==> src/rtl/rom_fetch_unit.sv <==
// Instruction fetch front end: PC, ROM read issue, return FIFO, redirect, halt on error.
// Define FETCH_PERF_EN to add the perf_fetch_cnt / perf_stall_cnt counters.
module rom_fetch_unit #(
   parameter int unsigned DATA_WIDTH = 16,
   parameter int unsigned ADDR_WIDTH = 8,
   parameter logic [ADDR_WIDTH-1:0] RESET_PC = '0,
   parameter int unsigned DEPTH = 2
) (
   input  logic                  clk,
   input  logic                  rst,
   output logic [ADDR_WIDTH-1:0] rom_addr,
   output logic                  rom_en,
   input  logic [DATA_WIDTH-1:0] rom_data,
   input  logic                  rom_error,
   input  logic                  redirect_valid,
   input  logic [ADDR_WIDTH-1:0] redirect_pc,
   output logic                  instr_valid,
   input  logic                  instr_ready,
   output logic [DATA_WIDTH-1:0] instr_data,
   output logic [ADDR_WIDTH-1:0] instr_pc,
   output logic                  instr_err,
`ifdef FETCH_PERF_EN
   output logic [31:0]           perf_fetch_cnt,
   output logic [31:0]           perf_stall_cnt,
`endif
   output logic                  halted
);

   localparam int unsigned PW = $clog2(DEPTH);
   localparam int unsigned CW = PW + 1;

   typedef enum logic {RUN, HALT} state_t;

   typedef struct packed {
      logic [DATA_WIDTH-1:0] data;
      logic [ADDR_WIDTH-1:0] pc;
      logic                  err;
   } entry_t;

   state_t                state_q, state_d;
   logic [ADDR_WIDTH-1:0] pc_q, pc_d;
   logic [CW-1:0]         cnt_q, cnt_d;
   logic [PW-1:0]         wptr_q, wptr_d;
   logic [PW-1:0]         rptr_q, rptr_d;
   logic                  infl_q, infl_d;
   logic [ADDR_WIDTH-1:0] iaddr_q, iaddr_d;
   entry_t                fifo_q [DEPTH];
   entry_t                fifo_d [DEPTH];

   logic [CW:0] occ;
   logic        issue;
   logic        push;
   logic        pop;
   entry_t      head;

   // Space is judged on registered occupancy plus the outstanding read.
   assign occ   = {1'b0, cnt_q} + {{CW{1'b0}}, infl_q};
   assign issue = !rst && (state_q == RUN) && !redirect_valid &&
                  (occ < (CW+1)'(DEPTH));
   assign push  = infl_q && !redirect_valid;
   assign pop   = instr_valid && instr_ready && !redirect_valid;
   assign head  = fifo_q[rptr_q];

   assign rom_en      = issue;
   assign rom_addr    = pc_q;
   assign instr_valid = (cnt_q != '0);
   assign instr_data  = instr_valid ? head.data : '0;
   assign instr_pc    = instr_valid ? head.pc : '0;
   assign instr_err   = instr_valid ? head.err : 1'b0;
   assign halted      = (state_q == HALT);

   always_comb begin
      state_d = state_q;
      pc_d    = pc_q;
      cnt_d   = cnt_q;
      wptr_d  = wptr_q;
      rptr_d  = rptr_q;
      infl_d  = 1'b0;
      iaddr_d = iaddr_q;
      fifo_d  = fifo_q;
      if (redirect_valid) begin
         pc_d    = redirect_pc;
         cnt_d   = '0;
         wptr_d  = '0;
         rptr_d  = '0;
         state_d = RUN;
      end else begin
         if (issue) begin
            pc_d    = pc_q + ADDR_WIDTH'(1);
            iaddr_d = pc_q;
            infl_d  = 1'b1;
         end
         if (push) begin
            fifo_d[wptr_q] = '{data: rom_data, pc: iaddr_q, err: rom_error};
            wptr_d         = wptr_q + PW'(1);
         end
         if (pop) begin
            rptr_d = rptr_q + PW'(1);
         end
         cnt_d = cnt_q + CW'(push) - CW'(pop);
         unique case (state_q)
            RUN:     if (push && rom_error) state_d = HALT;
            HALT:    state_d = HALT;
            default: state_d = RUN;
         endcase
      end
   end

   always_ff @(posedge clk) begin
      if (rst) begin
         state_q <= RUN;
         pc_q    <= RESET_PC;
         cnt_q   <= '0;
         wptr_q  <= '0;
         rptr_q  <= '0;
         infl_q  <= 1'b0;
         iaddr_q <= '0;
         for (int i = 0; i < DEPTH; i++) begin
            fifo_q[i] <= '0;
         end
      end else begin
         state_q <= state_d;
         pc_q    <= pc_d;
         cnt_q   <= cnt_d;
         wptr_q  <= wptr_d;
         rptr_q  <= rptr_d;
         infl_q  <= infl_d;
         iaddr_q <= iaddr_d;
         fifo_q  <= fifo_d;
      end
   end

`ifdef FETCH_PERF_EN
   logic [31:0] fetch_cnt_q, fetch_cnt_d;
   logic [31:0] stall_cnt_q, stall_cnt_d;

   // Saturating counters; redirect leaves them alone.
   always_comb begin
      fetch_cnt_d = fetch_cnt_q;
      stall_cnt_d = stall_cnt_q;
      if (issue && (fetch_cnt_q != '1)) begin
         fetch_cnt_d = fetch_cnt_q + 32'd1;
      end
      if (instr_valid && !instr_ready && (stall_cnt_q != '1)) begin
         stall_cnt_d = stall_cnt_q + 32'd1;
      end
   end

   always_ff @(posedge clk) begin
      if (rst) begin
         fetch_cnt_q <= '0;
         stall_cnt_q <= '0;
      end else begin
         fetch_cnt_q <= fetch_cnt_d;
         stall_cnt_q <= stall_cnt_d;
      end
   end

   assign perf_fetch_cnt = fetch_cnt_q;
   assign perf_stall_cnt = stall_cnt_q;
`endif

endmodule

==> config.mk <==
export PLATFORM = sky130hd
export DESIGN_NAME = rom_fetch_unit
export DESIGN_NICKNAME = d
export VERILOG_FILES = /design/src/rtl/rom_fetch_unit.sv
export SDC_FILE = /design/constraint.sdc
export NUM_CORES = 1
export LEC_CHECK = 0
export BUFFER_PORTS_ARGS = -buffer_cell sky130_fd_sc_hd__buf_4
export CORE_MARGIN = 2
export CORE_UTILIZATION = 40
export CTS_CLUSTER_DIAMETER = 30
export DETAILED_ROUTE_END_ITERATION = 12
export GPL_TIMING_DRIVEN = 0
export HOLD_SLACK_MARGIN = 0.05
export SYNTH_ARGS = -nofsm -noshare
export SYNTH_HDL_FRONTEND = slang
export SYNTH_SLANG_ARGS = --single-unit
==> constraint.sdc <==
create_clock -name clk -period 4.05 [get_ports clk]
set_input_delay 0.405 -clock clk [delete_from_list [all_inputs] [get_ports clk]]
set_output_delay 0.405 -clock clk [all_outputs]
set_load 0.02 [all_outputs]
# After elaboration in Yosys (flattened, before gate mapping)
# Cells that the tools add are included.
[op_classes]
addsub = 6
magnitude_cmp = 4
n_mux = 14
bitwise = 4
n_reduce_logical = 15
[op_table]
columns = ["operator", "count"]
rows = [
  ["$mux W25", 4],
  ["$bwmux W50", 1],
  ["$demux W25 S1", 1],
  ["$mux W8", 3],
  ["$mux W16", 1],
  ["$add A8 B1 Y8 const B", 1],
  ["$logic_and A1 B1 Y1", 8],
  ["$ge A2 B2 Y1 const B", 2],
  ["$not A1 Y2", 2],
  ["$reduce_and A2 Y1", 2],
  ["$reduce_bool A2 Y1", 2],
  ["$add A2 B1 Y3", 1],
  ["$lt A3 B2 Y1 const B", 1],
  ["$mux W1", 3],
  ["$add A1 B1 Y1 const B", 2],
  ["$add A2 B1 Y2", 1],
  ["$logic_not A1 Y1", 2],
  ["$lt A2 B1 Y1 const B", 1],
  ["$not A1 Y1", 2],
  ["$pmux W1 S2", 1],
  ["$reduce_or A2 Y1", 1],
  ["$sub A2 B1 Y2", 1],
]
[totals]
ff_bits = 72
in_bits = 29
out_inout_bits = 36
elab_cells = 56

# Longest topological paths before layout
# Gate-level depths: netlist (run 1).
[logic_depth]
word_depth = 6
mapped_depth = 8

# Least setup slack after synthesis (run 1)
# Ideal clock, no wire load.
[synth_path]
path_type = "flip-flop to output port"
start = "register rptr_q"
end = "output port instr_data[10]"
arrival_time_ns = 1.325
t_required_ns = 3.645
path_slack_ns = 2.320
path_stages_with_launch = 5
cell_sequence = "dfxtp_1 clkbuf_1 buf_2 mux2i_1 nor2_1"
[synth_via]
elab_chain_cells = 5
[synth_lines]
columns = ["item", "line", "rtl"]
rows = [
  ["start: declaration", "44", "logic [PW-1:0] rptr_q, rptr_d;"],
  ["start signal: assignment", "126", "rptr_q <= rptr_d;"],
  ["$not A1 Y2 (implied by the code)", "62", "assign head = fifo_q[rptr_q];"],
  ["$mux W25 (implied by the code) (3 in a row)", "62", ""],
  ["$mux W16", "67", "assign instr_data = instr_valid ? head.data : '0;"],
  ["end: declaration", "19", "output logic [DATA_WIDTH-1:0] instr_data,"],
]
# Every way passes these cells. The select of a mux whose other input is x is not followed.

# Worst setup path in the final report (run 1)
[layout_path]
start = "register cnt_q[0]"
end = "output port instr_pc[0]"
[layout_via]
elab_chain_cells = 2
[layout_lines]
columns = ["item", "line", "rtl"]
rows = [
  ["start: declaration", "42", "logic [CW-1:0] cnt_q, cnt_d;"],
  ["start signal: assignment", "124", "cnt_q <= cnt_d;"],
  ["$reduce_bool A2 Y1", "66", "assign instr_valid = (cnt_q != '0);"],
  ["$mux W8", "68", "assign instr_pc = instr_valid ? head.pc : '0;"],
  ["end: declaration", "20", "output logic [ADDR_WIDTH-1:0] instr_pc,"],
]
# Every way passes these cells.

==> results.py, run 1 <==
metrics = {
    "grt": {
        "grt_pass1_vias": 2645,
        "antenna_found_initial": 0,
        "overflow": 0,
        "grt_pass1_wl_mm": 12.8,
        "grt_max_degree": 13,
        "grt_use_total": 0.193,
    },
    "placement": {
        "gp_congestion": 0.820,
        "pre_cts_slack_ns": 1.98,
        "io_buffers": 64,
        "hpwl_mm": 5.58,
    },
    "timing": {
        "setup_viol": 0,
        "tightest_slew_ns": 0.648,
        "fin_ws_ns": 1.62,
        "timing.slew.headroom": 0.567,
        "period_share": 0.599,
        "tns_ns": 0,
        "fin_skew_ns": 0.00691,
        "rsz0062_at_grt": "false",
        "slew_viol_final": 0,
        "final.min_clock_period_ns": 2.43,
        "fmax_mhz": 412,
        "hold_viol": 0,
    },
    "synth": {
        "netlist_top_cells_area": "dfxtp_1, nand2_1, a21oi_1",
        "ys_seq_elements": 72,
        "syn_area_um2": 3050,
        "ys_seq_area_frac": 0.473,
        "synth_edf_count": 0,
        "synthDominantAreaCellType": "dfxtp_1",
        "syn_avg_cell_area_um2": 7.87,
        "ys.flop_type": "dfxtp_1",
        "synth-async-reset-ratio": 0,
        "yosys_warnings": 0,
        "synth_top_area_share": 0.473,
        "ys_types": 30,
        "synthCells": 387,
        "synth_nets": 419,
    },
    "worst_setup_path": {
        "worstReg2RegStart": "infl_q$_SDFF_PP0_",
        "crit_start": "cnt_q[0]$_SDFF_PP0_",
        "start_kind": "register",
        "cp_top_family": "simple AND/OR/NAND/NOR gates",
        "path_class": "register to output pin",
        "worstSetupEndpointType": "output pin",
        "cp.arrival_ns": 2.02,
        "slowest_delay_ns": 0.54,
        "required_ns": 3.64,
        "crit_top_cell": "nor2_1",
        "crit_buf_inv": 2,
        "crit_path_max_fanout": 10,
        "cp_cell_sequence": "nor2_1, clkbuf_1, nor2_1, buf_4",
        "slowest_stage": "nor2_1",
    },
    "pwr": {
        "peakVddDrop_mv": 0.204,
        "p_int_w": 0.00109,
        "p_seq_frac": 0.514,
        "p_sw_frac": 0.244,
        "leakage_nw": 1.40,
        "p_per_area_nw_per_um2": 374,
        "p_comb_frac": 0.084,
        "p_clk_frac": 0.402,
        "p_sw_w": 0.000352,
        "total_power_w": 0.00144,
    },
    "floorplanning": {
        "die-area_um2": 8330,
        "die_height_um": 91.3,
        "pin_count": 65,
        "die_w_um": 91.3,
        "core_um2": 7330,
        "start_util": 0.415,
        "rows": 31,
    },
    "final_layout": {
        "antenna_cells": 0,
        "final_util": 0.526,
        "final_common_cell": "nand2_1",
        "area_growth_pct": 26.6,
        "final_cell_mix": "nand2_1, dfxtp_1, buf_4",
        "final_nets": 494,
        "drive_gt1_frac": 0.193,
    },
    "routing": {
        "wire_per_inst_um": 13.6,
        "final_antenna_net_count": 0,
        "wl_mm": 7.71,
        "vias": 2776,
        "drt_iter0_drc": 105,
        "viasPerCell": 4.90,
        "firstDrtPassIters": 4,
        "drc": 0,
    },
    "clock_tree": {
        "cts_buffers": 9,
        "cts_tree": "done",
        "post_cts_resize_count": 0,
        "post-cts-setup-buffers": 0,
        "ctsHoldBuffers": 0,
        "clock_path_buffers": 2,
        "clockRootBuffer": "clkbuf_8",
        "cts.htree.levels": 3,
        "clock_sinks": 72,
        "clk-insertion-delay-late_ns": 0.35,
        "cts.clk_slew.worst_paths_ns": 0.08,
    },
    "job": {
        "drv_cap": 0,
    },
    "hold_path": {
        "holdCritStartpoint": "rom_data[5]",
        "worstHoldPathType": "input port to register",
    },
    "outcome": {
        "status": "finished, final reports clean",
    },
}
==> power by group through the flow <==
stage                     registers [W]   logic, W  clock network, W
after global routing           0.000743   0.000134          0.000623
after detailed placement       0.000757   0.000122                 0
after floorplan                0.000760  0.0000592                 0
after global placement         0.000757   0.000121                 0
after CTS                      0.000741   0.000123          0.000596
final                          0.000741   0.000121          0.000581
==> path summary, 6_finish.rpt <==
| path | cells after the start | endpoint | slack, ns |
|---|---|---|---|
| max | 4 | instr_pc[0] | 1.62 |
| min | 3 | fifo_q[14]$_SDFFE_PP0P_ | 0.31 |
| max reg2reg | 6 | fifo_q[37]$_SDFFE_PP0P_ | 2.25 |
| min reg2reg | 2 | fifo_q[44]$_SDFFE_PP0P_ | 0.46 |
==> final cells by class <==
type | count | area (µm²)
tap | 99 | 124
sequential | 72 | 1440
clock buffer | 11 | 151
inverter | 5 | 18.8
multi-input combinational | 286 | 1480
fill | 738 | 3470
buffer | 24 | 103
timing repair buffer | 64 | 480
clock inverter | 5 | 55.1
==> cell families (layout without fill, tap and decap cells) <==
kind of cell	after synthesis	in the layout	synth area share
xor+xnor	8	8	0.0230
mux	25	25	0.0822
simple gates	176	176	0.233
buf+inv	29	109	0.0398
compound gates	74	74	0.137
flops	72	72	0.473
fa+ha+maj	3	3	0.0123
==> routing by layer <==
layer	routed length [µm]	GRT usage	vias to the layer above	part of all wire
li1	-	-	1424	-
met1	3520	0.240	1270	0.46
met2	3700	0.334	71	0.48
met3	372	0.0290	11	0.048
met4	120	0.0795	0	0.016
met5	0	0	-	0
==> cells in the mapped netlist, types with 2 or more instances <==
| master | count |
|---|---|
| o211ai_1 | 3 |
| and3_1 | 2 |
| nor2_1 | 38 |
| a31oi_1 | 2 |
| mux2i_1 | 25 |
| or2_2 | 2 |
| xor2_1 | 5 |
| or3_1 | 2 |
| nand3_1 | 4 |
| ha_1 | 3 |
| xnor2_1 | 3 |
| a211oi_1 | 4 |
| clkbuf_1 | 19 |
| dfxtp_1 | 72 |
| inv_1 | 4 |
| nand2_1 | 123 |
| buf_2 | 4 |
| a21oi_1 | 60 |
==> worst reg2reg max path, stage by stage, from the launching register on <==
cell and delay [ns]:
dfxtp_1 0.33, buf_6 0.13, nand2b_1 0.09, nor2_1 0.43, clkbuf_1 0.49, nand2_1 0.12, a21oi_1 0.14
==> registers in the layout, summed over array words and instances (netlist names) <==
name / cells
halted: 1
rom_addr: 8
iaddr_q: 8
wptr_q: 1
cnt_q: 2
infl_q: 1
fifo_q: 50
rptr_q: 1
==> through the flow <==
stage | hold slack, ns | cell area (µm²) | cells
2_1_floorplan | 0.436 | 3050 | 387
3_3_place_gp | 0.441 | 3650 | 550
3_5_place_dp | 0.446 | 3650 | 550
4_1_cts | 0.301 | 3860 | 566
5_1_grt | 0.319 | 3860 | 566
6_report | 0.307 | 3860 | 566
Note: power is estimated with default switching activity, not from simulation.
==> run 2: changes to the inputs <==
Clock period 4.05 ns to 2.2 ns, I/O delays scaled along.
==> results.py, run 2 (synthesized netlist as in run 1, its figures left out) <==
metrics = {
    "floorplanning": {
        "core_um2": 7330,
        "die-area_um2": 8330,
        "pin_count": 65,
        "die_height_um": 91.3,
        "die_w_um": 91.3,
        "rows": 31,
        "start_util": 0.415,
    },
    "grt": {
        "grt_pass1_vias": 2653,
        "met3_usage": 0.0290,
        "grt_pass1_wl_mm": 12.8,
        "busiest_layer": "met2",
        "grt_util_met1": 0.239,
        "antenna_found_initial": 0,
        "met2_usage": 0.336,
        "overflow": 0,
        "grt_use_total": 0.194,
        "grt_max_degree": 13,
    },
    "final_layout": {
        "final_common_cell": "nand2_1",
        "instances_no_fill": 565,
        "drive_gt1_frac": 0.202,
        "regMostFlops": "fifo_q",
        "fill_cells": 739,
        "final_nets": 493,
        "final_cell_mix": "nand2_1, dfxtp_1, buf_4",
        "stdcell_area_um2": 3860,
        "largest_reg_flops": 50,
        "antenna_cells": 0,
        "area_growth_pct": 26.9,
    },
    "timing": {
        "fmax_mhz": 494,
        "tns_ns": 0,
        "hold_viol": 0,
        "timing.slew.headroom": 0.621,
        "rsz0062_at_grt": "false",
        "period_share": 0.920,
        "fin_skew_ns": 0.00667,
        "tightest_slew_ns": 0.569,
        "setup_viol": 0,
        "fin_ws_ns": 0.175,
        "slew_viol_final": 0,
        "final.min_clock_period_ns": 2.02,
    },
    "placement": {
        "dp_cells": 550,
        "pre_cts_slack_ns": 0.313,
        "place_area_um2": 3650,
        "hpwl_mm": 5.58,
        "gp_congestion": 0.820,
        "io_buffers": 64,
    },
    "clock_tree": {
        "cts_tree": "done",
        "clock_path_buffers": 2,
        "clockRootBuffer": "clkbuf_8",
        "clock_sinks": 72,
        "cts.htree.levels": 3,
        "cts_buffers": 9,
        "cts.clk_slew.worst_paths_ns": 0.08,
        "clk-insertion-delay-late_ns": 0.34,
    },
    "routing": {
        "viasPerCell": 4.93,
        "drt_iter0_drc": 95,
        "vias": 2786,
        "drc": 0,
        "firstDrtPassIters": 4,
        "wl_mm": 7.64,
        "final_antenna_net_count": 0,
        "wire_per_inst_um": 13.5,
    },
    "worst_setup_path": {
        "cp_top_family": "buffers and inverters",
        "r2r-end": "fifo_q[37]$_SDFFE_PP0P_",
        "cp.arrival_ns": 1.80,
        "reg2reg_depth": 6,
        "crit_start": "infl_q$_SDFF_PP0_",
        "cp_cell_sequence": "buf_6, a211oi_4, nand2_4, clkinv_1, buf_4",
        "path_class": "register to output pin",
        "crit_path_max_fanout": 10,
        "slowest_delay_ns": 0.47,
        "start_kind": "register",
        "reg2reg_slack_ns": 0.43,
        "worstReg2RegStart": "infl_q$_SDFF_PP0_",
        "slowest_stage": "a211oi_4",
        "crit_buf_inv": 3,
        "required_ns": 1.98,
        "worstSetupEndpointType": "output pin",
    },
    "pwr": {
        "p_sw_frac": 0.244,
        "p_clk_frac": 0.402,
        "p_per_area_nw_per_um2": 688,
        "p_int_w": 0.00201,
        "total_power_w": 0.00266,
        "p_seq_frac": 0.514,
        "p_sw_w": 0.000648,
        "leakage_nw": 1.41,
        "p_comb_frac": 0.084,
        "peakVddDrop_mv": 0.369,
    },
    "hold_path": {
        "worstHoldPathType": "input port to register",
        "whs_endpoint": "fifo_q[17]$_SDFFE_PP0P_",
        "whs_path_depth": 3,
        "holdCritStartpoint": "rom_data[8]",
    },
    "job": {
        "drv_cap": 0,
    },
    "outcome": {
        "status": "finished, final reports clean",
    },
}
run 2: cell count changes in the layout (fill, tap and decap cells not counted), sizes merged:
cell | previous run | this run
clkbuf | 30 | 29
run 2: per-layer routing:
layer  routed length (µm)  share of wire
met1                 3450           0.45
met2                 3710           0.49
met3                  345          0.045
met4                  135          0.018
met5                    0              0
run 2: power groups by stage:
stage                     Sequential [W]  Combinational, W  Clock, W
after floorplan                  0.00140          0.000109         0
after global placement           0.00139          0.000222         0
after detailed placement         0.00139          0.000225         0
after CTS                        0.00136          0.000225   0.00110
after global routing             0.00137          0.000247   0.00115
final                            0.00136          0.000223   0.00107
run 2: area by class of cell:
cell class,instances,area (µm²),area share
clock buffers,11,151,0.0392
inverters,5,18.8,0.00486
repair buffers,64,480,0.124
clock inverters,5,55.1,0.0142
multi-input cells,286,1490,0.386
flip-flops and latches,72,1440,0.373
plain buffers,23,101,0.0262
well taps,99,124,0.0321
run 2: per-stage QoR:
step | util | hold WS (ns)
after global routing | 0.527 | 0.134
after floorplan | - | 0.356
after CTS | 0.526 | 0.116
final | 0.527 | 0.125
after detailed placement | 0.498 | 0.446
after global placement | 0.498 | 0.441
run 2: worst max path at each step:
stage	endpoint	depth (start not counted)
finish	rom_en	5
global placement	instr_pc[1]	5
CTS	rom_en	5
global route	rom_en	5
floorplan	cnt_q[1]$_SDFF_PP0_	8
detailed placement	instr_pc[0]	4
run 2: timing repair:
item / 4_1_cts / 5_1_grt
setup endpoints to repair: 20 / 8
pin swaps: 0 / 1
resized for setup: 1 / 6
setup buffers: 0 / 0
hold buffers: 0 / 0
gates cloned: 0 / 0
run 2: worst reg2reg max path, delay by kind of cell (launching register included):
| family | cells | cell delay [ns] |
|---|---|---|
| compound gates | 1 | 0.14 |
| buf+inv | 2 | 0.60 |
| flops | 1 | 0.33 |
| simple gates | 3 | 0.65 |
